--- src/rtl/expr_sched.sv ---
// Two-requester sequencer evaluating res = 3*a - 2*b on a shared shift-add datapath.
// Round-robin grant in IDLE, then DBL/ADD/SUB build the result, held in DONE until accepted.
module expr_sched #(
   parameter int WIDTH = 8
) (
   input  logic                    clk,
   input  logic                    rst,
   input  logic                    req0_valid,
   input  logic signed [WIDTH-1:0] req0_a,
   input  logic signed [WIDTH-1:0] req0_b,
   output logic                    req0_ready,
   input  logic                    req1_valid,
   input  logic signed [WIDTH-1:0] req1_a,
   input  logic signed [WIDTH-1:0] req1_b,
   output logic                    req1_ready,
   output logic                    res_valid,
   output logic signed [WIDTH-1:0] res_data,
   output logic                    res_id,
   input  logic                    res_ready,
   output logic                    busy
);

   typedef enum logic [2:0] {
      S_IDLE,
      S_DBL,
      S_ADD,
      S_SUB,
      S_DONE
   } state_t;

   state_t                  state_q, state_d;
   logic signed [WIDTH-1:0] a_q, a_d;
   logic signed [WIDTH-1:0] b_q, b_d;
   logic signed [WIDTH-1:0] acc_q, acc_d;
   logic                    res_id_q, res_id_d;
   logic                    last_q, last_d;
   logic                    busy_q, busy_d;
   logic                    grant0, grant1;

   // All datapath arithmetic wraps modulo 2^WIDTH; the result width truncates.
   function automatic logic signed [WIDTH-1:0] wrap_dbl(input logic signed [WIDTH-1:0] x);
      return x <<< 1;
   endfunction

   function automatic logic signed [WIDTH-1:0] wrap_add(input logic signed [WIDTH-1:0] x,
                                                        input logic signed [WIDTH-1:0] y);
      return x + y;
   endfunction

   function automatic logic signed [WIDTH-1:0] wrap_sub(input logic signed [WIDTH-1:0] x,
                                                        input logic signed [WIDTH-1:0] y);
      return x - y;
   endfunction

   always_comb begin
      // On a tie the requester that did not win last time takes the grant.
      grant0     = req0_valid & (~req1_valid | last_q);
      grant1     = req1_valid & (~req0_valid | ~last_q);
      req0_ready = (state_q == S_IDLE) & ~rst & grant0;
      req1_ready = (state_q == S_IDLE) & ~rst & grant1;

      state_d  = state_q;
      a_d      = a_q;
      b_d      = b_q;
      acc_d    = acc_q;
      res_id_d = res_id_q;
      last_d   = last_q;

      case (state_q)
         S_IDLE: begin
            if (req0_ready) begin
               a_d      = req0_a;
               b_d      = req0_b;
               res_id_d = 1'b0;
               last_d   = 1'b0;
               state_d  = S_DBL;
            end else if (req1_ready) begin
               a_d      = req1_a;
               b_d      = req1_b;
               res_id_d = 1'b1;
               last_d   = 1'b1;
               state_d  = S_DBL;
            end
         end
         S_DBL: begin
            acc_d   = wrap_dbl(a_q);
            state_d = S_ADD;
         end
         S_ADD: begin
            acc_d   = wrap_add(acc_q, a_q);
            state_d = S_SUB;
         end
         S_SUB: begin
            acc_d   = wrap_sub(acc_q, wrap_dbl(b_q));
            state_d = S_DONE;
         end
         S_DONE: begin
            if (res_ready) state_d = S_IDLE;
         end
         default: state_d = S_IDLE;
      endcase

      busy_d = (state_d != S_IDLE);
   end

   always_ff @(posedge clk) begin
      if (rst) begin
         state_q  <= S_IDLE;
         a_q      <= '0;
         b_q      <= '0;
         acc_q    <= '0;
         res_id_q <= 1'b0;
         last_q   <= 1'b1;
         busy_q   <= 1'b0;
      end else begin
         state_q  <= state_d;
         a_q      <= a_d;
         b_q      <= b_d;
         acc_q    <= acc_d;
         res_id_q <= res_id_d;
         last_q   <= last_d;
         busy_q   <= busy_d;
      end
   end

   assign res_valid = (state_q == S_DONE);
   assign res_data  = acc_q;
   assign res_id    = res_id_q;
   assign busy      = busy_q;

endmodule

--- config.mk ---
export PLATFORM = sky130hd
export DESIGN_NAME = expr_sched
export DESIGN_NICKNAME = d
export VERILOG_FILES = /design/src/rtl/expr_sched.sv
export SDC_FILE = /design/constraint.sdc
export NUM_CORES = 1
export LEC_CHECK = 0
export CORE_MARGIN = 5
export CORE_UTILIZATION = 40
export CTS_BUF_LIST = sky130_fd_sc_hd__clkbuf_16
export CTS_CLUSTER_DIAMETER = 200
export DETAILED_ROUTE_END_ITERATION = 8
export GPL_TIMING_DRIVEN = 0
export PLACE_DENSITY_LB_ADDON = 0.08
export SETUP_SLACK_MARGIN = 0.05
export SLEW_MARGIN = 40
export SYNTH_ARGS = -nofsm -noshare
export SYNTH_HDL_FRONTEND = slang
export SYNTH_SLANG_ARGS = --single-unit
--- constraint.sdc ---
create_clock -name clk -period 6.3 [get_ports clk]
set_input_delay 0.945 -clock clk [delete_from_list [all_inputs] [get_ports clk]]
set_output_delay 0.945 -clock clk [all_outputs]
set_load 0.02 [all_outputs]
==> flow_summary_export.csv <==
group,metric,value,unit
yosys,synthArstFlopShare,0,%
global_routing,grt_antenna_before_repair,0,
finish,fin_nets,352,
timing,setup_viol_count_final,0,
routing,postRouteAntennaNets,0,
die,die_w,80.28,µm
worst_hold_path,min_path_cells,2,
yosys,yosys.area.top_type,"dfxtp_1",
routing,firstDrtPassIters,4,
die,initial_core_util,41.55,%
yosys,ys_types,42,
clock_tree,cts_setup_buffers,0,
power,peakVddDrop,0.1235,mV
timing,fin_skew,5.454,ps
run_status,status,"completed",
flow_run,cap_violations,0,
clock_tree,htreeDepth,2,
die,row_count,25,
power,leakage,0.001025,µW
finish,layout-drive-gt1-share,8.638,%
routing,first_iter_violations,121,
die,io_pins,50,
placement,dp_hpwl,4104,µm
yosys,synth_top_area_share,29.39,%
global_routing,grt_util_all_layers,17.63,%
worst_hold_path,min_from,"res_id",
setup_path,worstSetupPathType,"input pin to output pin",
yosys,syn_nets,298,
global_routing,grt_max_degree,11,
routing,postRouteWirelength,5243,µm
setup_path,timing.rr.start,"res_data[1]",
yosys,yosysMostFrequentCell,"nand2_1",
clock_tree,numCtsBuffers,5,
placement,place_congestion,0.9634,
setup_path,rrSetupSlack,4010,ps
setup_path,cp.arrival,2840,ps
die,die_area,6445,µm²
clock_tree,cts_resized,0,
routing,drcViolationCount,0,
routing,num_vias,1889,
yosys,ys.warnings.count,0,
routing,wire_per_inst,14.25,µm
placement,dpl_cell_area,2530,µm²
timing,finalCriticalPeriod,3789,ps
timing,slew_viol_final,0,
finish,final_cell_area,2668,µm²
global_routing,grt_pass1_wl,8694,µm
timing,fmax,263.9,MHz
clock_tree,cts_sinks,29,
setup_path,cp-end-kind,"output pin",
yosys,synth.cell_area,1976,µm²
global_routing,grt_overflow,0,
yosys,synth_edf_count,0,
power,powerDensity,274.9,nW/µm²
die,die_h,80.28,µm
yosys,synthTopCellsByArea,"dfxtp_1 (29%), ha_1 (8.2%), nand2_1 (7.6%)",
timing,worstMarginPinSlew,711.7,ps
setup_path,cp-start-kind,"input pin",
clock_tree,path_clk_slew,50,ps
timing,slew_headroom,52.38,%
clock_tree,cts_tree,"done",
clock_tree,root_buffer,"clkbuf_16",
clock_tree,ctsHoldBuffers,0,
yosys,synth_common_cells,"nand2_1 (40), nor2_1 (36), dfxtp_1 (29)",
routing,vias_per_cell,5.133,
setup_path,worst-path-max-fanout,10,
setup_path,cp_data_required_time,5350,ps
worst_hold_path,min_path_type,"register to register",
yosys,synth_ff_type,"dfxtp_1",
timing,finalSetupTns,0,ps
timing,finalCritPeriodShare,60.14,%
setup_path,reg2reg_to,"res_data[7]",
placement,port-buffer-count,47,
die,core_area,4755,µm²
clock_tree,cts_buffer_depth,2,
finish,num_antenna_cells,0,
yosys,seq_area_frac_synth,29.39,%
yosys,ys_seq_elements,29,
timing,hold_viol,0,
timing,rsz0062_at_grt,"false",
yosys,syn_inst,246,
yosys,avgSynthCellArea,8.031,µm²
setup_path,rr_worst_depth,10,
worst_hold_path,holdPathEnd,"res_id",
finish,area_growth,35.02,%
global_routing,grt_pass1_vias,1771,
clock_tree,clock_latency,270,ps
## registers in the layout, indices dropped and copies added (netlist names)
name / count
last_q: 1
busy: 1
res_data: 8
state_q: 3
a_q: 8
res_id: 1
b_q: 7
## where the power goes
| group | internal (µW) | switching, µW | total (µW) |
|---|---|---|---|
| Clock | 142 | 81.1 | 223 |
| Combinational | 131 | 147 | 278 |
| Sequential | 207 | 25.0 | 232 |
| Total | 481 | 253 | 733 |
## per-stage QoR
stage	setup slack [ps]	hold WS (ps)	util [%]	power (µW)	std cells
global route	2398	530.2	56.11	786.2	368
global placement	2478	486.0	53.21	509.5	360
detailed placement	2494	486.2	53.21	512.5	360
finish	2511	494.1	56.11	733.4	368
CTS	2488	497.5	56.11	739.0	368
floorplan	3667	473.5	-	421.2	246
## layout by cell type (no fill, tap or decap), drive strengths merged, types with 2 or more instances in the layout
| master | instances |
|---|---|
| a211oi | 7 |
| a21o | 4 |
| a21oi | 18 |
| a311oi | 15 |
| buf | 7 |
| clkbuf | 10 |
| clkdlybuf4s50 | 47 |
| clkinv | 4 |
| dfxtp | 29 |
| fa | 2 |
| ha | 13 |
| inv | 12 |
| mux2i | 2 |
| nand2 | 40 |
| nand2b | 5 |
| nor2 | 36 |
| nor2b | 2 |
| nor3 | 8 |
| o21a | 3 |
| o21ai | 10 |
| o21bai | 3 |
| xnor2 | 6 |
| xor2 | 3 |
## kinds of logic after synthesis
| kind of cell | count (synthesis) | synth area share (%) |
|---|---|---|
| AOI/OAI and AO/OA | 69 | 27.04 |
| muxes | 2 | 1.013 |
| xor gates and xnor gates | 9 | 3.990 |
| DFF | 29 | 29.39 |
| adders and majority gates | 15 | 10.26 |
| buffers and inverters | 25 | 6.269 |
| and+or+nand+nor | 97 | 22.04 |
## metal layers
metal / routed length (µm) / vias up / track usage (%) / share of wire, %
li1: - / 978 / - / -
met1: 2593 / 856 / 24.76 / 49
met2: 2356 / 48 / 26.74 / 45
met3: 223 / 7 / 3.363 / 4.3
met4: 70 / 0 / 6.081 / 1.3
met5: 0 / - / 0 / 0
## worst max path at each step
| stage | startpoint | to |
|---|---|---|
| after global routing | rst | req0_ready |
| after CTS | rst | req0_ready |
| after detailed placement | rst | req0_ready |
| after global placement | rst | req0_ready |
| final | rst | req0_ready |
| after floorplan | rst | req1_ready |
## area by class of cell
type | instances | area (µm²)
fillers | 460 | 2087
flip-flops and latches | 29 | 580.6
plain buffers | 12 | 73.82
repair buffers | 47 | 470.5
well taps | 67 | 83.83
multi-input cells | 192 | 1271
inverters | 13 | 50.05
clock buffers | 5 | 125.1
clock inverters | 3 | 12.51
## worst max-delay path: stages
cell	delay, ps
clkdlybuf4s50_1	530
nor4_4	330
nand3_4	160
clkinv_2	120
buf_6	140
clkdlybuf4s50_1	610
No activity file was read; power rests on OpenSTA's default activity.
